`src/rtl/spi_dac_writer_if.sv`:
```
// Sample handshake and status bundle between a sample producer and spi_dac_writer.
interface spi_dac_writer_if;
  logic [11:0] Data_In;
  logic [3:0]  Cfg_In;
  logic        Data_Valid;
  logic        Data_Ready;
  logic        Busy;
  logic        Done;

  modport master (
    output Data_In, Cfg_In, Data_Valid,
    input  Data_Ready, Busy, Done
  );

  modport slave (
    input  Data_In, Cfg_In, Data_Valid,
    output Data_Ready, Busy, Done
  );
endinterface

```
`src/rtl/spi_dac_writer.sv`:
```
// SPI master transmitter: writes {cfg[3:0], sample[11:0]} to a serial DAC as one
// 16-bit MSB-first frame. SCLK idles low, the DAC samples on SCLK rising edges,
// SDI only changes on SCLK falling edges. All outputs come straight from flops.
module spi_dac_writer #(
  parameter int unsigned CLK_DIV = 4,
  parameter int unsigned GAP_CYC = 2
) (
  input  logic             Sys_CLK,
  input  logic             Sys_RST,
  spi_dac_writer_if.slave  bus,
  output logic             DAC_CS,
  output logic             DAC_SCLK,
  output logic             DAC_SDI
);

  localparam logic [7:0] DIV_LAST = 8'(CLK_DIV - 1);
  localparam logic [7:0] GAP_LAST = 8'(GAP_CYC - 1);

  typedef enum logic [2:0] {IDLE, SETUP, SHIFT, HOLD, GAP} state_t;

  state_t      state_q, state_d;
  logic [7:0]  phase_q, phase_d;
  logic [3:0]  bit_q,   bit_d;
  logic [14:0] shreg_q, shreg_d;
  logic        cs_q,    cs_d;
  logic        sclk_q,  sclk_d;
  logic        sdi_q,   sdi_d;
  logic        ready_q, ready_d;
  logic        busy_q,  busy_d;
  logic        done_q,  done_d;

  assign DAC_CS         = cs_q;
  assign DAC_SCLK       = sclk_q;
  assign DAC_SDI        = sdi_q;
  assign bus.Data_Ready = ready_q;
  assign bus.Busy       = busy_q;
  assign bus.Done       = done_q;

  // State and output registers; reset forces an idle bus immediately.
  always_ff @(posedge Sys_CLK or negedge Sys_RST) begin
    if (!Sys_RST) begin
      state_q <= IDLE;
      phase_q <= '0;
      bit_q   <= '0;
      shreg_q <= '0;
      cs_q    <= 1'b1;
      sclk_q  <= 1'b0;
      sdi_q   <= 1'b0;
      ready_q <= 1'b0;
      busy_q  <= 1'b0;
      done_q  <= 1'b0;
    end else begin
      state_q <= state_d;
      phase_q <= phase_d;
      bit_q   <= bit_d;
      shreg_q <= shreg_d;
      cs_q    <= cs_d;
      sclk_q  <= sclk_d;
      sdi_q   <= sdi_d;
      ready_q <= ready_d;
      busy_q  <= busy_d;
      done_q  <= done_d;
    end
  end

  // Next-state and next-output logic for the frame sequencer.
  always_comb begin
    state_d = state_q;
    phase_d = phase_q;
    bit_d   = bit_q;
    shreg_d = shreg_q;
    cs_d    = cs_q;
    sclk_d  = sclk_q;
    sdi_d   = sdi_q;
    ready_d = ready_q;
    busy_d  = busy_q;
    done_d  = 1'b0;

    unique case (state_q)
      IDLE: begin
        // Ready comes up one edge after reset and stays up until a frame is taken.
        ready_d = 1'b1;
        if (ready_q && bus.Data_Valid) begin
          state_d = SETUP;
          phase_d = '0;
          bit_d   = '0;
          cs_d    = 1'b0;
          sdi_d   = bus.Cfg_In[3];
          shreg_d = {bus.Cfg_In[2:0], bus.Data_In};
          ready_d = 1'b0;
          busy_d  = 1'b1;
        end
      end

      SETUP: begin
        if (phase_q == DIV_LAST) begin
          state_d = SHIFT;
          phase_d = '0;
          sclk_d  = 1'b1;
        end else begin
          phase_d = phase_q + 8'd1;
        end
      end

      SHIFT: begin
        // Each bit is a full high+low SCLK period; the low half of bit 0
        // completes here before HOLD adds its extra CLK_DIV of CS-low time.
        if (phase_q == DIV_LAST) begin
          phase_d = '0;
          if (sclk_q) begin
            sclk_d = 1'b0;
            if (bit_q != 4'd15) begin
              sdi_d   = shreg_q[14];
              shreg_d = {shreg_q[13:0], 1'b0};
            end
          end else if (bit_q == 4'd15) begin
            state_d = HOLD;
          end else begin
            sclk_d = 1'b1;
            bit_d  = bit_q + 4'd1;
          end
        end else begin
          phase_d = phase_q + 8'd1;
        end
      end

      HOLD: begin
        if (phase_q == DIV_LAST) begin
          state_d = GAP;
          phase_d = '0;
          cs_d    = 1'b1;
          sdi_d   = 1'b0;
          done_d  = 1'b1;
        end else begin
          phase_d = phase_q + 8'd1;
        end
      end

      GAP: begin
        if (phase_q == GAP_LAST) begin
          state_d = IDLE;
          phase_d = '0;
          bit_d   = '0;
          ready_d = 1'b1;
          busy_d  = 1'b0;
        end else begin
          phase_d = phase_q + 8'd1;
        end
      end

      default: begin
        state_d = IDLE;
      end
    endcase
  end

endmodule

```
`src/flat_wrapper.sv`:
```
// flat-port wrapper written by rule: the top's interface ports become plain ports
module spi_dac_writer_flat 
#(
  parameter int unsigned CLK_DIV = 4,
  parameter int unsigned GAP_CYC = 2
)
  (Sys_CLK, Sys_RST, DAC_CS, DAC_SCLK, DAC_SDI, bus_Data_In, bus_Cfg_In, bus_Data_Valid, bus_Data_Ready, bus_Busy, bus_Done);
  spi_dac_writer_if bus_i ();
  input  logic Sys_CLK;
  input  logic Sys_RST;
  output logic DAC_CS;
  output logic DAC_SCLK;
  output logic DAC_SDI;
  input wire logic [$bits(bus_i.Data_In)-1:0] bus_Data_In;
  input wire logic [$bits(bus_i.Cfg_In)-1:0] bus_Cfg_In;
  input wire logic [$bits(bus_i.Data_Valid)-1:0] bus_Data_Valid;
  output wire logic [$bits(bus_i.Data_Ready)-1:0] bus_Data_Ready;
  output wire logic [$bits(bus_i.Busy)-1:0] bus_Busy;
  output wire logic [$bits(bus_i.Done)-1:0] bus_Done;
  assign bus_i.Data_In = bus_Data_In;
  assign bus_i.Cfg_In = bus_Cfg_In;
  assign bus_i.Data_Valid = bus_Data_Valid;
  assign bus_Data_Ready = bus_i.Data_Ready;
  assign bus_Busy = bus_i.Busy;
  assign bus_Done = bus_i.Done;
  spi_dac_writer #(.CLK_DIV(CLK_DIV), .GAP_CYC(GAP_CYC)) u_core (.Sys_CLK(Sys_CLK), .Sys_RST(Sys_RST), .bus(bus_i), .DAC_CS(DAC_CS), .DAC_SCLK(DAC_SCLK), .DAC_SDI(DAC_SDI));
endmodule
```
`config.mk`:
```
export PLATFORM = sky130hd
export DESIGN_NAME = spi_dac_writer_flat
export DESIGN_NICKNAME = d
export VERILOG_FILES = /design/src/rtl/spi_dac_writer_if.sv /design/src/rtl/spi_dac_writer.sv /design/src/flat_wrapper.sv
export SDC_FILE = /design/constraint.sdc
export NUM_CORES = 1
export LEC_CHECK = 0
export CORE_MARGIN = 8
export CORE_UTILIZATION = 35
export DETAILED_ROUTE_END_ITERATION = 8
export GPL_TIMING_DRIVEN = 0
export PLACE_DENSITY_LB_ADDON = 0.1
export SKIP_LAST_GASP = 1
export SYNTH_ARGS = -nofsm -noshare
export SYNTH_HDL_FRONTEND = slang
export SYNTH_SLANG_ARGS = --single-unit
```
`constraint.sdc`:
```
create_clock -name Sys_CLK -period 2 [get_ports Sys_CLK]
set_input_delay 0.4 -clock Sys_CLK [delete_from_list [all_inputs] [get_ports Sys_CLK]]
set_output_delay 0.4 -clock Sys_CLK [all_outputs]
set_load 0.005 [all_outputs]
```
---- Yosys cells after proc, flatten, opt, wreduce, memory -nomap -nowiden ----
Index checks and enable logic that the tools add are counted.
storage, ports and cells
  word-level logic and storage cells ...... 93
  flip-flop bits (word level) ............. 36
  output and inout bits ................... 6
cells by class
  reductions and logical operators ........ 19
  equality and inequality tests ........... 18
  muxes and demuxes ....................... 44
  add/sub/neg operators ................... 2
operator list
  operator             number
  $mux 15              4
  $pmux 15 s2          1
  $mux 8               3
  $pmux 8 s3           1
  $mux 3               7
  $mux 4               5
  $mux 1               16
  $ne 2x1->1 const B   8
  $pmux 3 s5           1
  $pmux 4 s3           1
  $reduce_and 6->1     2
  $reduce_and 3->1     3
  $reduce_bool 3->1    3
  $add 8x1->8 const B  1
  $eq 8x1->1 const B   1
  $eq 8x2->1 const B   1
  $pmux 1 s2           4
  $reduce_bool 2->1    4
  $reduce_and 7->1     1
  $eq 3x2->1 const B   2
  $reduce_and 5->1     1
  $add 4x1->4 const B  1
  $eq 4x4->1 const B   1
  $ne 2x2->1 const B   2
  8 further kinds      9

---- Longest topological paths before layout ----
  word-level depth ........................ 5
  depth in mapped cells ................... 8

---- Worst setup path after synthesis ----
No wires, ideal clock.
  path kind ............................... register to register
  start point ............................. reg u_core.phase_q[5]
  end point ............................... reg u_core.shreg_q[10]
  stages on the path, launching flop included .. 7
  setup time .............................. 0.119 ns
  required time ........................... 1.881 ns
  slack ................................... 0.199 ns
  clock period less this slack ............ 1.801 ns
  buffers on the path ..................... 1
  data arrival time ....................... 1.682 ns
  cell sequence ........................... dfrtp_1 > nor4_4 > nand4_1 > a2111o_1 > buf_4 > nand2_1 > o21ai_2
between the ends
  longest elaborated chain between the ends .. 3
ends and longest elaborated chain
  what                               line                   RTL
  start: declaration                 spi_dac_writer.sv:22   logic [7:0] phase_q, phase_d;
  start signal: assignment           spi_dac_writer.sv:54   phase_q <= phase_d;
  $eq 8x2->1                         spi_dac_writer.sv:108  if (phase_q == DIV_LAST) begin
  $ne 2x1->1 (no source line)        -
  $reduce_and 5->1 (no source line)  -
  end signal: assignment             spi_dac_writer.sv:56   shreg_q <= shreg_d;
  end: declaration                   spi_dac_writer.sv:24   logic [14:0] shreg_q, shreg_d;
No other way between the ends.
A chain may end at the register's enable or synchronous reset.

---- Worst setup path after layout ----
  start point ............................. reg u_core.state_q[1]
  end point ............................... reg u_core.phase_q[6]
between the ends
  longest elaborated chain between the ends .. 4
  elaborated cells on any way between the ends .. 10
  those cells by class .................... eq/ne: 5; mux: 1; reduce/logical: 4
ends and longest elaborated chain
  what                                             line                  RTL
  start: declaration                               spi_dac_writer.sv:21  state_t state_q, state_d;
  start signal: assignment                         spi_dac_writer.sv:53  state_q <= state_d;
  $eq 3x1->1 / $eq 3x2->1 (equally long branches)  spi_dac_writer.sv:79  unique case (state_q)
  $reduce_or 3->1 (no source line)                 -
  $reduce_bool 3->1 (no source line)               -
  $reduce_and 2->1 (no source line)                -
Several ways; a longest one is shown, not always the timed one.

==> summary.md <==
| Metric | Value |
|---|---|
| Status | finished clean |
| Flop-to-flop setup slack | 0.12 ns |
| Port buffer count | 24 |
| Pint | 1.132 mW |
| CTS tree | built |
| CTS Buffer Depth | 2 |
| Most frequent cells in the layout | dfrtp_1, nand2_1, clkdlybuf4s50_1 |
| RSZ-0062 raised after global routing | false |
| DR iter-0 viols | 92 |
| Gate Count Post-Synth | 206 |
| Row Count | 27 |
| Die extent in x | 91.13 microns |
| Max-slew headroom | 0.4498 |
| Final slew viol count | 0 |
| Largest net degree at the start of global routing | 37 |
| # IOs | 25 |
| Clock network power share | 0.453 |
| Maximum operating frequency | 0.5311 GHz |
| Leakage | 1.028 nW |
| RePlAce Congestion | 0.7341 |
| Crit Path Category | flop to flop |
| Asr flop ratio synth | 1.000 |
| Worst Path Max Fanout | 10 |
| Drt wl/cell | 14.31 microns |
| Dpl ws | -0.09190 ns |
| Clk_lat worst skew | 0.30 ns |
| Clk_skew | 0.008778 ns |
| Drc violations | 0 |
| CTS root buffer | clkbuf_8 |
| Slew @ Worst Pin | 0.8252 ns |
| Placed cell area | 2301 sq um |
| Synth Net Count | 228 |
| Post-Syn Area | 1976 sq um |
| Hpwl dp | 3117 microns |
| Via density | 5.123 |
| CTS buffer count | 5 |
| Multi-input logic area | 1021 sq um |
| Setup_tns | 0 ns |
| Net Switching | 0.3163 mW |
| Sequential element share of the synthesized area | 0.4566 |
| Global-route wire length before repair | 7907 microns |
| Nets | 265 |
| Final setup fails | 0 |
| Die area | 8305 sq um |
| Startpoint Class | flop |
| Post-synth EDFFs | 0 |
| Max_cap viols | 0 |
| TritonCTS Sinks | 36 |
| Net Sw Frac | 0.2183 |
| Initial Util | 0.3610 |
| Syn_area_per_cell | 9.591 sq um |
| # diodes | 0 |
| Reg power frac | 0.502 |
| CP endpoint kind | flop |
| Final hold violations | 0 |
| Chip height | 91.13 microns |
| Vias | 1619 |
| Fill cell count | 555 |
| #FFs+latches synth | 36 |
| Register area | 903.4 sq um |
| Yosys warning count | 0 |
| Comb power frac | 0.045 |
| Post-synth top area cell | dfrtp_1 |
| Setup ws final | 0.1171 ns |
| H-tree depth | 2 |
| Req. time, crit path | 2.23 ns |
| Post-synth top area share | 0.4433 |
| Top cells by area, synth | dfrtp_1, mux2i_1, nand2_1 |
| Worst vdd ir | 355.7 uV |
| Min Tclk post-route | 1.883 ns |
| Initial antenna violation count | 0 |
| Tcrit/Tclk final | 0.9415 |
| Arrival time at the worst endpoint | 2.11 ns |
| Power per cell area | 582.1 nW/um^2 |
| Global-route usage over all layers | 0.1150 |
| Worst-path clk slew | 0.08 ns |
| Most common cell after layout, fill and taps aside | dfrtp_1 |
| DRT Pass-1 Iters | 4 |
| Type of the most critical hold path | input port to async pin |
| Finished Cell Area | 2489 sq um |
| Most frequently used flop master after synthesis | dfrtp_1 |
| Total gr overflow | 0 |
| Core area | 5473 sq um |
| DRT antenna net count | 0 |
| Distinct cells, synth | 47 |
| Share of layout cells above drive strength 1 | 0.1803 |
| Routed WL | 4521 microns |
| Area grow syn2layout | 25.97% |
| Vias in the first global route | 1679 |
## layout make-up
class                      instances  area share
multi-input combinational        156      0.4103
sequential                        36      0.3630
timing repair buffer              31      0.1146
tap                               72     0.03620
buffer                            11     0.02815
clock buffer                       5     0.02765
clock inverter                     3     0.01709
inverter                           2    0.003017
## registers in the layout, indices dropped and copies added (netlist names)
name and flops:
u_core.bit_q 4, u_core.DAC_CS 1, u_core.bus.Busy 1, u_core.DAC_SDI 1
u_core.bus.Done 1, u_core.state_q 3, u_core.phase_q 8, u_core.bus.Data_Ready 1
u_core.DAC_SCLK 1, u_core.shreg_q 15
## critical path, stage by stage (launching register included)
cell and delay (ns):
dfrtp_1 0.36, buf_2 0.17, or2_0 0.23, clkbuf_1 0.17, a311o_1 0.36, o31ai_2 0.10
buf_4 0.21, a21o_1 0.11, a22o_1 0.12
## metrics by stage
stage	instances	hold slack, ns	utilization	power [mW]
finish	316	0.1965	0.4547	1.449
global route	316	0.2934	0.4547	1.504
CTS	312	0.2386	0.4444	1.472
detailed placement	302	0.4683	0.4204	0.8085
global placement	302	0.4603	0.4214	0.8096
floorplan	206	0.1044	-	0.7558
## layer usage
metal,vias up,routed length (microns),track usage
met5,-,0,0
met3,5,196,0.03457
met2,29,2069,0.1747
met4,0,45,0.03683
li1,813,-,-
met1,772,2210,0.1521
## cells by family after synthesis
| family | count (synthesis) | share of synthesized area |
|---|---|---|
| muxes | 15 | 0.07663 |
| and+or+nand+nor | 77 | 0.1919 |
| xor gates and xnor gates | 2 | 0.008868 |
| buffers and inverters | 14 | 0.03990 |
| adders and majority gates | 3 | 0.01900 |
| DFF | 36 | 0.4566 |
| AOI/OAI and AO/OA | 59 | 0.2071 |
## cell usage after synthesis, types with 3 or more instances
cell type / number
dfrtp_1: 35
nand2_1: 29
nor2_1: 17
mux2i_1: 14
a21oi_1: 9
o21ai_0: 9
o21ai_1: 8
o21ai_2: 8
nand3_1: 7
a21o_1: 5
a22o_1: 5
buf_2: 3
clkbuf_1: 3
ha_1: 3
nor3_1: 3
nor3b_1: 3
o31ai_1: 3
or2_2: 3
## what timing repair did
action                                 CTS  global route
gates cloned                             0             1
buffers inserted                         2             4
resized for setup                        1             8
setup endpoints to repair               11            25
pin swaps                                1             2
endpoints found under the hold margin    0             0
hold buffers                             0             0
## final timing paths
path	start	to	cells after the start
setup / recovery	u_core.state_q[1]	u_core.phase_q[6]	8
hold / removal	Sys_RST	u_core.state_q[1]	1
setup reg to reg	u_core.state_q[1]	u_core.phase_q[6]	8
hold reg to reg	u_core.shreg_q[4]	u_core.shreg_q[4]	2
max in group asynchronous	Sys_RST	u_core.phase_q[4]	1
min in group Sys_CLK	u_core.shreg_q[4]	u_core.shreg_q[4]	2
## power by group through the flow
stage                     sequential, mW  clock, mW  combinational [mW]
after global routing               0.727      0.704              0.0733
after CTS                          0.727      0.678              0.0670
after floorplan                    0.742          0              0.0139
after global placement             0.742          0              0.0678
after detailed placement           0.742          0              0.0668
final                              0.727      0.657              0.0648
(Power assumes the default switching activity.)
